[config.mk]
export PLATFORM = sky130hd
export DESIGN_NAME = booth_seq
export DESIGN_NICKNAME = d
export VERILOG_FILES = /design/src/rtl/booth_seq.sv
export SDC_FILE = /design/constraint.sdc
export NUM_CORES = 1
export LEC_CHECK = 0
export BUFFER_PORTS_ARGS = -buffer_cell sky130_fd_sc_hd__buf_2
export CAP_MARGIN = 10
export CORE_MARGIN = 8
export CORE_UTILIZATION = 58
export CTS_BUF_LIST = sky130_fd_sc_hd__clkbuf_8 sky130_fd_sc_hd__clkbuf_16
export DETAILED_ROUTE_END_ITERATION = 16
export GPL_ROUTABILITY_DRIVEN = 0
export HOLD_SLACK_MARGIN = 0.03
export PLACE_DENSITY = 0.93
export REMOVE_ABC_BUFFERS = 1
export SETUP_SLACK_MARGIN = 0.4
export SLEW_MARGIN = 10
export SYNTH_ARGS = -nofsm -noshare
export SYNTH_HDL_FRONTEND = slang
export SYNTH_SLANG_ARGS = --single-unit
[constraint.sdc]
create_clock -name clk -period 7.1 [get_ports clk]
set_input_delay 0.355 -clock clk [delete_from_list [all_inputs] [get_ports clk]]
set_output_delay 0.355 -clock clk [all_outputs]
set_load 0.01 [all_outputs]
[src/rtl/booth_seq.sv]
// Sequential radix-2 Booth multiplier: 8x8 signed operands, 16-bit signed product.
// One Booth step per clock. Done pulses 9 cycles after start is accepted.
module booth_seq (
   input  logic        clk,
   input  logic        rst,
   input  logic        start,
   input  logic [7:0]  a,
   input  logic [7:0]  b,
   output logic        busy,
   output logic        done,
   output logic [15:0] prod
);

   typedef enum logic [1:0] {StIdle, StCalc, StDone} state_e;

   state_e      state_q, state_d;
   logic [8:0]  acc_q, acc_d;
   logic [8:0]  m_q, m_d;
   logic [7:0]  q_q, q_d;
   logic        q1_q, q1_d;
   logic [2:0]  cnt_q, cnt_d;
   logic [15:0] prod_q, prod_d;
   logic        busy_q, busy_d;
   logic        done_q, done_d;

   // Add/subtract on ACC, then arithmetic shift of {ACC, Q, q_1}.
   // ACC is 9 bits wide so that -M does not overflow when a = -128.
   logic [8:0]  sum;
   logic [8:0]  acc_sh;
   logic [7:0]  q_sh;
   logic        q1_sh;

   // One Booth step from the current register contents
   always_comb begin
      sum = acc_q;
      case ({q_q[0], q1_q})
         2'b01:   sum = acc_q + m_q;
         2'b10:   sum = acc_q - m_q;
         default: sum = acc_q;
      endcase
      acc_sh = {sum[8], sum[8:1]};
      q_sh   = {sum[0], q_q[7:1]};
      q1_sh  = q_q[0];
   end

   // Next-state and datapath updates; everything holds unless a state acts on it
   always_comb begin
      state_d = state_q;
      acc_d   = acc_q;
      m_d     = m_q;
      q_d     = q_q;
      q1_d    = q1_q;
      cnt_d   = cnt_q;
      prod_d  = prod_q;
      case (state_q)
         StIdle: begin
            if (start) begin
               m_d     = {a[7], a};
               q_d     = b;
               acc_d   = 9'd0;
               q1_d    = 1'b0;
               cnt_d   = 3'd0;
               state_d = StCalc;
            end
         end
         StCalc: begin
            acc_d = acc_sh;
            q_d   = q_sh;
            q1_d  = q1_sh;
            cnt_d = cnt_q + 3'd1;
            if (cnt_q == 3'd7) begin
               // Post-shift {ACC, Q} low 16 bits hold the full signed product
               prod_d  = {acc_sh[7:0], q_sh};
               state_d = StDone;
            end
         end
         StDone: begin
            state_d = StIdle;
         end
         default: begin
            state_d = StIdle;
         end
      endcase
      // Status flags registered from the next state: no input-to-output paths
      busy_d = (state_d == StCalc);
      done_d = (state_d == StDone);
   end

   // State and datapath registers with synchronous reset
   always_ff @(posedge clk) begin
      if (rst) begin
         state_q <= StIdle;
         acc_q   <= 9'd0;
         m_q     <= 9'd0;
         q_q     <= 8'd0;
         q1_q    <= 1'b0;
         cnt_q   <= 3'd0;
         prod_q  <= 16'h0000;
         busy_q  <= 1'b0;
         done_q  <= 1'b0;
      end else begin
         state_q <= state_d;
         acc_q   <= acc_d;
         m_q     <= m_d;
         q_q     <= q_d;
         q1_q    <= q1_d;
         cnt_q   <= cnt_d;
         prod_q  <= prod_d;
         busy_q  <= busy_d;
         done_q  <= done_d;
      end
   end

   assign busy = busy_q;
   assign done = done_q;
   assign prod = prod_q;

endmodule

==> After elaboration in Yosys (flattened, before gate mapping) <==
Cells that the tools add are included.
W data, S select, Z words.
{ "op_classes": {"n_mux": 12, "addsub": 3, "eq_ne": 7, "reduce_logical": 5} }
{ "ops": {"columns": ["operator", "count"], "rows": [
  ["$pmux W9 S2", 2],
  ["$pmux W8 S2", 1],
  ["$add A9 B9 Y9", 1],
  ["$mux W9", 1],
  ["$sub A9 B9 Y9", 1],
  ["$mux W8", 1],
  ["$eq A2 B1 Y1 const B", 3],
  ["$pmux W3 S2", 1],
  ["$reduce_and A2 Y1", 3],
  ["$eq A2 B2 Y1 const B", 2],
  ["$mux W2", 2],
  ["$pmux W2 S2", 1],
  ["$add A3 B1 Y3 const B", 1],
  ["$eq A3 B3 Y1 const B", 1],
  ["$mux W3", 1],
  ["$logic_not A2 Y1", 1],
  ["$ne A2 B2 Y1 const B", 1],
  ["$pmux W1 S2", 1],
  ["$reduce_bool A2 Y1", 1],
  ["$mux W1", 1]
]} }
{ "word_totals": {"out_inout_bits": 18, "inputBits": 19, "elab_cells": 36, "ff_bits": 49} }

==> Depth between registers and ports, before layout <==
Gate-level depths: netlist (run 1).
{ "depth": {"word_depth": 4, "mapped_depth": 12} }

==> Worst setup path after synthesis (run 1) <==
OpenSTA, ideal clock, no wires.
{ "synth_path": {"path_type": "register to register", "start": "register m_q[2]", "end": "register prod_q[15] (netlist: prod[15])", "synth_period_minus_slack_ps": 2388, "slack_ps": 4712, "stages_incl_launch_ff": 11, "setup_ps": 122, "arrival_time_ps": 2267, "path_cell_list": "dfxtp_1 > nor4_4 > a21oi_1 > xnor2_1 > ha_1 > o21ai_0 > o21bai_1 > o211a_2 > nor2_2 > xor2_1 > a21oi_1"} }
{ "synth_between": {"elab_chain_len": 2} }
{ "synth_lines": {"columns": ["element", "line_no", "rtl"], "rows": [
  ["from (decl)", "18", "logic [8:0] m_q, m_d;"],
  ["from (signal assigned)", "104", "m_q <= m_d;"],
  ["$sub A9 B9 Y9 / $add A9 B9 Y9 (equally long branches)", "38, 37", null],
  ["$pmux W9 S2 (*)", "36", "case ({q_q[0], q1_q})"],
  ["to (signal assigned)", "108", "prod_q <= prod_d;"],
  ["to (decl)", "22", "logic [15:0] prod_q, prod_d;"]
]} }
Every way passes the cells marked *; elsewhere a longest branch is shown, timed or not.
A chain may end at the register's enable or synchronous reset.

==> Worst setup path in the final report (run 1) <==
{ "layout_path": {"start": "register m_q[0]", "end": "register prod_q[15] (netlist: prod[15])"} }
Same word-level chain as after synthesis.

==> results of run 1 <==
kinds of logic after synthesis:
family / synth area share
flip-flops: 0.397
XOR/XNOR: 0.0398
adder cells (fa/ha/maj): 0.0702
AO/OA/AOI/OAI: 0.191
buffers and inverters: 0.0408
AND/OR/NAND/NOR: 0.208
multiplexers: 0.0537
stage by stage:
step	total power [mW]	area, µm²	setup WS, ns	util	cells
after CTS	0.626	2720	4.46	0.679	368
after floorplan	0.389	2360	4.70	-	274
after detailed placement	0.420	2600	4.49	0.650	360
final	0.622	2720	4.45	0.679	368
after global routing	0.655	2720	4.22	0.679	368
after global placement	0.414	2600	4.61	0.650	360
cells in the mapped netlist, types with 5 or more instances:
cell type,instances,share of area
a22oi_1,6,0.019
o21ai_1,5,0.010
a21oi_1,28,0.058
mux2i_1,13,0.054
nand3_1,6,0.012
nand2_1,47,0.073
xnor2_1,7,0.025
dfxtp_1,48,0.40
clkbuf_1,12,0.019
inv_1,9,0.014
ha_1,12,0.062
a311oi_1,8,0.029
nor2_1,38,0.059
tightest hold or removal path: stages:
cell and delay (ns):
buf_2 0.07, mux2i_1 0.06, nor2_1 0.07
report_power, final:
part	switching [mW]	internal, mW	total (mW)
clock network	0.0992	0.106	0.205
registers	0.0109	0.279	0.290
logic	0.0749	0.0516	0.126
sequential cells by signal, summed over array words and instances, names as in the netlist:
register  cells
m_q           8
busy          1
q1_q          1
acc_q         8
done          1
q_q           8
state_q       2
cnt_q         3
prod         16
worst paths after layout:
kind | startpoint | end | cells after the start
setup / recovery | m_q[0] | prod[15] | 11
hold / removal | a[3] | m_q[3] | 3
setup reg to reg | m_q[0] | prod[15] | 11
hold reg to reg | prod[3] | prod[3] | 2
cell type report:
cell class                 count  share of cell area
multi-input combinational    217               0.502
sequential                    48               0.354
timing repair buffer          36              0.0664
clock buffer                   5              0.0253
tap                           50              0.0230
clock inverter                 3              0.0171
inverter                       9              0.0124
layer usage:
metal  routed length [µm]  up-vias  GRT usage  share of wire
met3                  385       11     0.0502          0.073
met5                    0        -          0              0
li1                     -     1062          -              -
met2                 2570       70      0.293           0.48
met4                  118        0     0.0891          0.022
met1                 2230      978      0.192           0.42
cells in the final DEF, fill, tap and decap left out, types with 2 or more instances in the layout:
cell      count
nand3_1       6
buf_2        36
a311oi_1      8
xor2_1        4
xnor2_1       7
nor3_1        3
nor2_1       38
nor4_4        2
nand2b_1      4
mux2i_1      13
nand2_1      47
a21oi_1      28
clkbuf_8      5
a22oi_1       6
and2_1        3
inv_1         9
o21ai_0       4
a211oi_2      2
ha_1         12
nor2b_1       2
o21bai_1      2
o31a_1        2
o31ai_1       4
o21ai_1       5
dfxtp_1      48
a211oi_1      4
==> metrics.md, run 1 <==
| Metric | Value |
|---|---|
| Root Driver | clkbuf_8 |
| Chip height | 80.6 µm |
| Ports | 37 |
| Post-CTS Setup Bufs | 0 |
| Vias per cell | between 5 and 6 |
| CTS Buf Count | 5 |
| CP top delay family | compound AO/OA/AOI/OAI gates |
| Post-DP HPWL | 3900 µm |
| Largest net degree at the start of global routing | 45 |
| Final setup fails | 0 |
| Post-synthesis cell type count | 37 |
| WS Path Type | flip-flop to flip-flop |
| CP required | 7.29 ns |
| Fin Setup TNS | 0 ns |
| Endpoint type of the worst setup path | flip-flop |
| Worst Path Buf+Inv | 1 |
| Seq/Total Area, Yosys | 0.397 |
| P_leak | 1.12 nW |
| Multi-input gate area | 1360 µm² |
| Average wire per standard cell | 14.4 µm |
| H-tree levels | 2 |
| Unrepaired setup endpoints after global routing | no |
| Clock Path Buffers | 2 |
| Synth Flop Type | dfxtp_1 |
| Class of the worst hold path | primary input to flip-flop |
| Worst hold slack | between 0.2 and 0.3 ns |
| Nets | 349 |
| Post-route ant nets | 0 |
| Max-slew violations | 0 |
| EDFF count, synth | 0 |
| Setup crit start kind | flip-flop |
| Reg2reg setup slack | 4.45 ns |
| Iteration-0 DRC Markers | 195 |
| Final Hold Fails | 0 |
| DRC | 0 |
| Crit-path slowest cell | dfxtp_1 |
| Cell row count | 23 |
| Fin crit share | 0.374 |
| P per Cell Area | 229 nW/µm² |
| Share of layout cells above drive strength 1 | 0.164 |
| CTS tree | yes |
| Fillers | roughly 330 |
| Buffers on Ports | 36 |
| Critical Path Max Stage Delay | 0.42 ns |
| Initial antenna violation count | 0 |
| CP Max Fanout | 5 |
| F_max | between 300 and 400 MHz |
| Tmin final | 2.65 ns |
| Area growth syn-to-layout | 12.1% |
| Vias in the first global route | 2,049 |
| Tot GR Track Use | 0.173 |
| FFs w/ async S/R, synth | 0 |
| CTS sink cnt | between 40 and 50 |
| Final Skew | 0.00341 ns |
| Router iterations before antenna repair | 4 |
| Slew Limit Headroom | 0.380 |
| Cell chain of the critical path | inv_1 -> ha_1 -> a21oi_1 -> xnor2_1 -> ha_1 -> o21ai_0 -> o21bai_1 -> o211a_2 -> nor2_2 -> xor2_1 -> a21oi_1 |
| Yosys warns | 0 |
| CTS resizes | 0 |
| Max VDD drop | between 0.1 and 0.15 mV |
| Die X-Extent | 80.6 µm |
| Slew @ Worst Pin | 0.929 ns |
| Synth Cell Area | 2420 µm² |
| Syn Inst Count | 290 |
| Mean cell area of the mapped netlist | 8.35 µm² |
| First-pass GRT wire length | 9030 µm |
| Seq cells post-synth | 48 |
| Status | complete, no violations |
| Die ar. | 6500 µm² |
| Initial Utilization | 0.606 |
| DR vias | 2,121 |
| Register area | 961 µm² |
| Clock latency on the worst-skew pair | between 0.3 and 0.4 ns |
| Clock slew at reported path FFs | around 0.090 ns |
| Core Region | 4000 µm² |
| MaxCap Viol Count | 0 |
| Antenna cells | 0 |
| Total gr overflow | 0 |
| CP arrival | between 2 and 3 ns |
| Post-Route WL | between 5000 and 6000 µm |
| Hold_buf cts | 0 |
Power figures use the tool's default switching activity.
==> run 2: changes to the inputs <==
- CORE_UTILIZATION: 58 -> 56
- PLACE_DENSITY: 0.93 -> 0.91
- clock period: 7.1 -> 2.8 ns (I/O delays scaled with it)
==> run 2 against run 1 <==
Against the previous run: die area is 2.9% higher; sequential power increased to 2.6 times the previous value; global-route usage rose by 2.1 points; core utilization grew 4.2 points; combinational power increased to 4.0 times the previous value.
==> metrics.md, run 2 (synthesis gave the netlist of run 1 again) <==
| Metric | Value |
|---|---|
| Status | complete, no violations (unchanged) |
| P_leak | 1.24 nW (was 1.12 nW) |
| Cell row count | 24 (was 23) |
| Commonest non-fill, non-tap cell in the layout | nand2_1 (was dfxtp_1) |
| Clock slew at reported path FFs | 0.09 ns (about the same) |
| Most frequent cells in the layout | nand2_1, dfxtp_1, nor2_1, buf_2, a21oi_1 (was dfxtp_1, nand2_1, nor2_1, buf_2, a21oi_1) |
| CP required | 3.02 ns (was 7.29 ns) |
| Hold worst-path end | m_q[3] (unchanged) |
| Initial Utilization | 0.568 (was 0.606) |
| CP Max Fanout | 6 (was 5) |
| F_max | 402 MHz (was 377 MHz) |
| Max VDD drop | 0.439 mV (was 0.143 mV) |
| Min-delay src | a[3] (unchanged) |
| MaxCap Viol Count | 0 (unchanged) |
| Setup crit start kind | flip-flop (unchanged) |
| CP arrival | 2.71 ns (was 2.84 ns) |
| Final Skew | 0.0121 ns (was 0.00341 ns) |
| WS Path Type | flip-flop to flip-flop (unchanged) |
| Chip height | 81.8 µm (was 80.6 µm) |
| H-tree levels | 2 (unchanged) |
| Crit path from | m_q[2] (was m_q[0]) |
| Hold path depth | 3 (unchanged) |
| Average wire per standard cell | 17.6 µm (was 14.4 µm) |
| CTS sink cnt | 48 (unchanged) |
| Reg2reg setup slack | 0.31 ns (was 4.45 ns) |
| Worst reg2reg endpoint | acc_q[6] (was prod[15]) |
| Placed Instances | 366 (was 360) |
| Initial antenna violation count | 0 (unchanged) |
| Nets | 364 (was 349) |
| Die ar. | 6690 µm² (was 6500 µm²) |
| Root Driver | clkbuf_8 (unchanged) |
| Fin Setup TNS | 0 ns (unchanged) |
| Slew @ Worst Pin | 0.979 ns (was 0.929 ns) |
| Final Hold Fails | 0 (unchanged) |
| Iteration-0 DRC Markers | 304 (was 195) |
| Max FFs per register | 16 (unchanged) |
| Post-Route WL | 6780 µm (was 5310 µm) |
| Antenna cells | 0 (unchanged) |
| Unrepaired setup endpoints after global routing | yes (was no) |
| Ports | 37 (unchanged) |
| P per Cell Area | 579 nW/µm² (was 229 nW/µm²) |
| CTS tree | yes (unchanged) |
| Buffers on Ports | 36 (unchanged) |
| Final setup fails | 0 (unchanged) |
| Total gr overflow | 0 (unchanged) |
| Core Region | 4260 µm² (was 4000 µm²) |
| Router iterations before antenna repair | 7 (was 4) |
| Final Power | 1.78 mW (was 0.622 mW) |
| Non-filler cells in the finished layout | 385 (was 368) |
| Clock latency on the worst-skew pair | 0.32 ns (was 0.31 ns) |
| Class of the worst hold path | primary input to flip-flop (unchanged) |
| Post-DP HPWL | 4010 µm (was 3900 µm) |
| Clock Path Buffers | 2 (unchanged) |
| Share of layout cells above drive strength 1 | 0.315 (was 0.164) |
| CTS Buf Count | 5 (unchanged) |
| Endpoint type of the worst setup path | flip-flop (unchanged) |
| R2R depth | 10 (was 11) |
| Area growth syn-to-layout | 26.8% (was 12.1%) |
| R2r startpoint | m_q[2] (was m_q[0]) |
| Vias per cell | 5.96 (was 5.76) |
| DRC | 0 (unchanged) |
| DR vias | 2,294 (was 2,121) |
| Slew Limit Headroom | 0.346 (was 0.380) |
| Tmin final | 2.49 ns (was 2.65 ns) |
| Fin crit share | 0.889 (was 0.374) |
| Largest net degree at the start of global routing | 44 (was 45) |
| First-pass GRT wire length | 10,200 µm (was 9030 µm) |
| Hold_buf cts | 0 (unchanged) |
| Max-slew violations | 0 (unchanged) |
| Tot GR Track Use | 0.194 (was 0.173) |
| Post-route ant nets | 0 (unchanged) |
| Die X-Extent | 81.8 µm (was 80.6 µm) |
| Vias in the first global route | 2,272 (was 2,049) |
## run 2: cell types whose count changed in the layout (fill, tap and decap cells not counted), moves of 4 or more
cell / before / now
buf_4: 0 / 15
dfxtp_1: 48 / 41
ha_1: 12 / 5
dfxtp_2: 0 / 4
ha_2: 0 / 4
## run 2: worst max-delay path, cell delays in order, from the launching register on
cell and delay (ns):
dfxtp_4 0.39, nor3_4 0.26, a31oi_4 0.13, xnor2_2 0.20, ha_4 0.25, a211oi_4 0.35, inv_1 0.10, o31a_1 0.30
xor2_2 0.17, mux2i_1 0.19, o21ai_1 0.07
## run 2: cell type report
type | count | area [µm²]
Sequential cell | 48 | 977
Fill cell | 300 | 1190
Clock inverter | 2 | 38.8
Clock buffer | 6 | 82.6
Multi-Input combinational cell | 217 | 1580
Inverter | 9 | 33.8
Tap cell | 52 | 65.1
Timing Repair Buffer | 51 | 293
## run 2: worst max path at each step
stage | to | slack [ns] | cells after the start
2_1_floorplan | prod[15] | 0.40 | 10
3_3_place_gp | prod[15] | 0.30 | 10
3_5_place_dp | prod[15] | 0.14 | 11
4_1_cts | prod[15] | 0.37 | 10
5_1_grt | acc_q[6] | 0.23 | 10
6_report | acc_q[6] | 0.31 | 10
## run 2: routing by layer
layer,GRT usage,share of wire
met1,0.207,0.38
met2,0.335,0.49
met3,0.0514,0.080
met4,0.119,0.057
met5,0,0
## run 2: stage by stage
| stage | util | area [µm²] | worst slack, ns | hold WS, ns |
|---|---|---|---|---|
| floorplan | - | 2360 | 0.401 | 0.209 |
| global placement | 0.617 | 2630 | 0.300 | 0.373 |
| detailed placement | 0.617 | 2630 | 0.138 | 0.386 |
| CTS | 0.674 | 2870 | 0.367 | 0.0646 |
| global route | 0.720 | 3070 | 0.227 | 0.0670 |
| finish | 0.720 | 3070 | 0.310 | 0.0653 |
## run 2: power by group
group | switching, mW | internal [mW] | total (mW) | leakage (nW)
Clock | 0.244 | 0.292 | 0.536 | 0.0614
Sequential | 0.0327 | 0.708 | 0.741 | 0.395
Combinational | 0.281 | 0.220 | 0.502 | 0.783
Total | 0.558 | 1.22 | 1.78 | 1.24
## run 2: repair_timing
item | 4_1_cts | 5_1_grt
buffers inserted | 5 | 6
endpoints found under the setup margin | 7 | 12
gates resized for setup | 21 | 33
endpoints found under the hold margin | 0 | 0
pin swaps | 11 | 18
